**src/rtl/wb_trace_fifo.sv**
```systemverilog
// wb_trace_fifo
//   Captures processor register-writeback events into a small FIFO so a
//   trace consumer can drain them at its own pace. When the FIFO is full and
//   nothing is popped, the event is dropped. The drop is recorded in a sticky
//   overflow flag and in a saturating 8-bit drop counter.
//
//   Optional build macro: WB_TRACE_ZERO_FILTER_EN
//     When defined, writebacks to register 0 are not treated as events.
//     When undefined, they are captured like any other write.
//
// Parameters
//   DEPTH  - entry count, power of two in 2..64
//   CNT_W  - occupancy width, log2(DEPTH)+1
//
// Ports
//   clk       in   single clock, rising edge
//   rst       in   synchronous active-low reset
//   wb_valid  in   writeback event this cycle
//   wb_reg    in   [4:0]  destination register
//   wb_data   in   [31:0] value written
//   wb_pc     in   [31:0] PC of the writing instruction
//   out_valid out  head entry available
//   out_ready in   consumer accepts the head entry
//   out_reg   out  [4:0]  head register
//   out_data  out  [31:0] head data
//   out_pc    out  [31:0] head PC
//   count     out  [CNT_W-1:0] occupancy
//   full      out  count == DEPTH
//   overflow  out  sticky, at least one event dropped
//   drop_cnt  out  [7:0] dropped events, saturating at 255
module wb_trace_fifo #(
    parameter int DEPTH = 8,
    parameter int CNT_W = 4
) (
    input  logic             clk,
    input  logic             rst,
    input  logic             wb_valid,
    input  logic [4:0]       wb_reg,
    input  logic [31:0]      wb_data,
    input  logic [31:0]      wb_pc,
    output logic             out_valid,
    input  logic             out_ready,
    output logic [4:0]       out_reg,
    output logic [31:0]      out_data,
    output logic [31:0]      out_pc,
    output logic [CNT_W-1:0] count,
    output logic             full,
    output logic             overflow,
    output logic [7:0]       drop_cnt
);

    localparam int AW = $clog2(DEPTH);

    typedef struct packed {
        logic [4:0]  rg;
        logic [31:0] data;
        logic [31:0] pc;
    } entry_t;

    entry_t           mem_q [DEPTH];
    logic [AW-1:0]    wptr_q, wptr_d;
    logic [AW-1:0]    rptr_q, rptr_d;
    logic [CNT_W-1:0] count_q, count_d;
    logic             overflow_q, overflow_d;
    logic [7:0]       drop_q, drop_d;

    logic event_w, push_w, pop_w, drop_w, full_w, empty_w;

    // Event qualification. The register-0 filter removes the event entirely,
    // so a filtered write can neither push nor count as a drop.
    always_comb begin
`ifdef WB_TRACE_ZERO_FILTER_EN
        event_w = wb_valid && (wb_reg != 5'd0);
`else
        event_w = wb_valid;
`endif
    end

    assign full_w  = (count_q == CNT_W'(DEPTH));
    assign empty_w = (count_q == '0);
    assign pop_w   = !empty_w && out_ready;
    // A pop in the same cycle frees a slot, so a full FIFO still accepts.
    assign push_w  = event_w && (!full_w || pop_w);
    assign drop_w  = event_w && full_w && !pop_w;

    always_comb begin
        wptr_d     = wptr_q;
        rptr_d     = rptr_q;
        count_d    = count_q;
        overflow_d = overflow_q;
        drop_d     = drop_q;

        // Pointers are exactly AW bits wide, so +1 wraps modulo DEPTH.
        if (push_w) wptr_d = wptr_q + 1'b1;
        if (pop_w)  rptr_d = rptr_q + 1'b1;

        unique case ({push_w, pop_w})
            2'b10:   count_d = count_q + 1'b1;
            2'b01:   count_d = count_q - 1'b1;
            default: count_d = count_q;
        endcase

        if (drop_w) begin
            overflow_d = 1'b1;
            if (drop_q != 8'hFF) drop_d = drop_q + 1'b1;
        end
    end

    always_ff @(posedge clk) begin
        if (!rst) begin
            wptr_q     <= '0;
            rptr_q     <= '0;
            count_q    <= '0;
            overflow_q <= 1'b0;
            drop_q     <= '0;
        end else begin
            wptr_q     <= wptr_d;
            rptr_q     <= rptr_d;
            count_q    <= count_d;
            overflow_q <= overflow_d;
            drop_q     <= drop_d;
        end
    end

    // Storage has no reset; entries are only observable while count != 0.
    always_ff @(posedge clk) begin
        if (rst && push_w) begin
            mem_q[wptr_q] <= '{rg: wb_reg, data: wb_data, pc: wb_pc};
        end
    end

    // Head fields come straight from storage (no write-through bypass).
    // A new entry is therefore visible one cycle after it is pushed.
    assign out_valid = !empty_w;
    assign out_reg   = mem_q[rptr_q].rg;
    assign out_data  = mem_q[rptr_q].data;
    assign out_pc    = mem_q[rptr_q].pc;
    assign count     = count_q;
    assign full      = full_w;
    assign overflow  = overflow_q;
    assign drop_cnt  = drop_q;

endmodule

```
**config.mk**
```make
export PLATFORM = sky130hd
export DESIGN_NAME = wb_trace_fifo
export DESIGN_NICKNAME = d
export VERILOG_FILES = /design/src/rtl/wb_trace_fifo.sv
export SDC_FILE = /design/constraint.sdc
export NUM_CORES = 1
export LEC_CHECK = 0
export ABC_AREA = 1
export CORE_ASPECT_RATIO = 0.6
export CORE_UTILIZATION = 65
export CTS_BUF_LIST = sky130_fd_sc_hd__clkbuf_8
export DETAILED_ROUTE_END_ITERATION = 7
export PLACE_DENSITY = 0.87
export RECOVER_POWER = 100
export SKIP_LAST_GASP = 1
export SYNTH_ARGS = -nofsm -noshare
export SYNTH_HDL_FRONTEND = slang
export SYNTH_SLANG_ARGS = --single-unit
```
**constraint.sdc**
```tcl
create_clock -name clk -period 16.6 [get_ports clk]
set_clock_uncertainty 0.2 [all_clocks]
set_input_delay 4.15 -clock clk [delete_from_list [all_inputs] [get_ports clk]]
set_output_delay 4.15 -clock clk [all_outputs]
set_load 0.01 [all_outputs]
```
==> results.txt <==
----------------------------------------------------
[Outcome]
  Run status ... finished with violations
  Violated checks ... max-capacitance violations, max-slew violations

[Timing]
  Fmax ... ~83 MHz
  Final worst-path setup slack ... approximately 4600 ps
  Slew Viols, Final ... 756
  Post-route clock period utilization ... 0.725
  Slew HR ... -1.75
  Hold violation count in the final report ... 0
  Final period demand of the worst path ... 12,030 ps
  Setup TNS ... 0 ps
  Worst Max-Slew Pin Slew ... a little over 4000 ps
  Setup violation total in the final timing report ... 0
  RSZ-0062 raised after global routing ... false

[Clocking]
  H-tree Lvls ... 3
  Max Buffers Root-to-Sink ... 3
  Hold buffer count at CTS ... 0
  Number of instances resized during post-cts repair ... 0
  Clock buffer count from CTS ... 79
  Total setup buffers inserted after CTS ... 0
  Root cell of the clock tree ... sky130_fd_sc_hd__clkbuf_8
  Worst-Skew Late Latency ... 640 ps
  Clock slew seen by the registers of the worst setup and hold paths ... 60 ps
  Num Clock Sinks ... 574
  CTS tree ... built

[Cells and area]
  Fraction of final layout cells sized beyond drive strength 1 ... 0.0582
  Final net count ... 1,945
  Filler instances ... approximately 2,100
  Fin cells ... 2,391
  Utilization of the core after routing ... 0.751
  Area overhead of the layout relative to synthesis ... 13.4%

[Global route]
  Largest net degree at the start of global routing ... 158
  Wire length of the first global-routing pass ... around 75 mm
  Global-route congestion overflow total ... 0
  Number of global-route vias before repair ... 14,000
  Global Route Usage Sum ... 0.277
  Initial antenna violation count ... 10

[Power and ir drop]
  Worst supply voltage drop on vdd ... approximately 0.095 mV
  Leak Pwr ... 0.00844 µW
  Total power after layout ... about 3300 µW
  Areal power density over the cells ... 129 nW/µm²

[Floorplan]
  Floorplan die height ... 146 µm
  DIE AREA ... 35,200 µm²
  Initial core utilization ... 0.662
  Standard-cell row count ... 52
  Top-Level Pins ... 157
  Width of the die ... 242 µm
  Placeable Area ... between 30,000 and 40,000 µm²

[Setup path]
  CP required ... roughly 12,000 ps
  Type of destination of the critical path ... primary output
  Critical Path Source Type ... flip-flop
  Worst-path fanout max ... 85
  Type of the worst setup path ... reg -> out
  Critical path data arrival time ... 7680 ps

[Placed design]
  Setup WS pre-CTS ... 8340 ps
  Port buffer count ... between 150 and 200
  Half-perimeter wire length after placement ... 25.3 mm
  Global placer's final weighted congestion ... approximately 0.83
  Total placed cells including tap cells ... about 2,200

[Yosys]
  Share of synthesized area occupied by flip-flops and latches ... 0.759
  Number of synthesized register bits ... between 500 and 600
  YS warnings ... 0
  Most frequent cell after synthesis ... sky130_fd_sc_hd__edfxtp_1
  Top cells by instance count after synthesis ... sky130_fd_sc_hd__edfxtp_1 (552), sky130_fd_sc_hd__nor2_1 (501), sky130_fd_sc_hd__o21ai_0 (197)
  Number of standard cells after synthesis ... 1,719
  Synth async-reset ratio ... 0
  Top cells by area in the synthesized netlist ... sky130_fd_sc_hd__edfxtp_1 (74%), sky130_fd_sc_hd__nor2_1 (8.4%), sky130_fd_sc_hd__o21ai_0 (4.4%)
  Area of the mapped netlist ... 22,400 µm²
  Main flop type after synthesis ... sky130_fd_sc_hd__edfxtp_1
  Fraction of synthesized cell area taken by the top area cell type ... 0.740
  Post-synthesis net count ... 1,796
  Number of different library cells in the post-synthesis netlist ... 36
  Number of enable-type register cells in the synthesized netlist ... 552
  Average footprint of a synthesized cell ... 13.0 µm²
  Cell type with the largest total area after synthesis ... sky130_fd_sc_hd__edfxtp_1

[Drt]
  Detailed-route DRC error count ... 0
  1st-pass router iterations ... 5
  Vias per inst ... about 6
  Starting DRC count in detailed routing ... 1,578
  Total vias in the final route ... between 10,000 and 15,000
  Final routed wire length divided by cell count ... 20.4 µm
  Routed Wire Length ... between 40 and 50 mm
  Final antenna-violating net count ... 0

[Worst hold path]
  Worst min path class ... reg -> reg

[Job]
  Number of max-cap violations ... 19

----------------------------------------------------
==> through the flow <==
step           hold slack, ps  instance area (µm²)
5_1_grt                   305                25400
3_3_place_gp              241                24200
6_report                  265                25400
4_1_cts                   273                25500
2_1_floorplan             233                22400
3_5_place_dp              256                24200
==> layout make-up <==
cell class	instances	area (µm²)	area share
diodes	8	20.0	0.000788
multi-input cells	1011	4670	0.184
clock buffers	82	1130	0.0444
flip-flops and latches	574	17000	0.670
clock inverters	55	226	0.00891
well taps	459	574	0.0226
inverters	27	113	0.00443
repair buffers	175	1650	0.0650
==> final timing paths <==
| path | start | end | slack (ps) | cells after the start |
|---|---|---|---|---|
| worst max-delay path | flip-flop | out_data[24] | 4570 | 6 |
| worst max register to register | count[0] | mem_q[1][42] | 9880 | 7 |
| worst min-delay path | overflow | overflow | 260 | 1 |
| worst min register to register | overflow | overflow | 260 | 1 |
==> power by group <==
part	internal (µW)	total (µW)	switching [µW]
registers	1620	1660	39.4
logic	262	664	402
clock network	456	959	503
==> critical path, cell delays in order, from the launching register on <==
cell and delay, ps:
sky130_fd_sc_hd__dfxtp_1 1870, sky130_fd_sc_hd__clkinvlp_2 2670, sky130_fd_sc_hd__buf_4 1050, sky130_fd_sc_hd__nor2_1 260, sky130_fd_sc_hd__o21ai_0 130, sky130_fd_sc_hd__a31oi_1 350
sky130_fd_sc_hd__dlygate4sd3_1 670
==> flip-flops by register name, summed over array words and instances (netlist names), named ones only <==
| register | cells |
|---|---|
| drop_cnt | 8 |
| count | 4 |
| mem_q | 552 |
| wptr_q | 3 |
| rptr_q | 3 |
| overflow | 1 |
==> layer usage <==
layer,wire length (µm),vias up,track usage
met2,23700,644,0.439
met5,13,-,0
met4,909,2,0.101
li1,-,6567,-
met3,3780,80,0.0524
met1,20300,7002,0.391
==> cells in the final DEF, fill, tap and decap left out, types with 5 or more instances in the layout <==
cell / instances
sky130_fd_sc_hd__clkdlybuf4s50_1: 14
sky130_fd_sc_hd__clkbuf_1: 14
sky130_fd_sc_hd__dfxtp_1: 21
sky130_fd_sc_hd__nor2_1: 501
sky130_fd_sc_hd__diode_2: 8
sky130_fd_sc_hd__buf_4: 5
sky130_fd_sc_hd__a31oi_1: 69
sky130_fd_sc_hd__inv_1: 45
sky130_fd_sc_hd__o22ai_1: 69
sky130_fd_sc_hd__o21ai_1: 79
sky130_fd_sc_hd__clkbuf_8: 82
sky130_fd_sc_hd__o21ai_0: 207
sky130_fd_sc_hd__nand3_1: 9
sky130_fd_sc_hd__edfxtp_1: 552
sky130_fd_sc_hd__a21oi_1: 15
sky130_fd_sc_hd__dlygate4sd3_1: 142
sky130_fd_sc_hd__clkinv_1: 22
sky130_fd_sc_hd__nand2_1: 32
sky130_fd_sc_hd__nor3_1: 7
==> kinds of logic (layout without fill, tap and decap cells) <==
family          after synthesis  count (layout)  share of synthesized area
other cells                   0               8                          0
fa+ha+maj                     4               4                    0.00223
xor+xnor                      6               6                    0.00235
flops                       574             574                      0.759
buf+inv                     134             339                     0.0309
simple gates                560             560                     0.0983
compound gates              441             441                      0.107
Power figures use the tool's default switching activity.
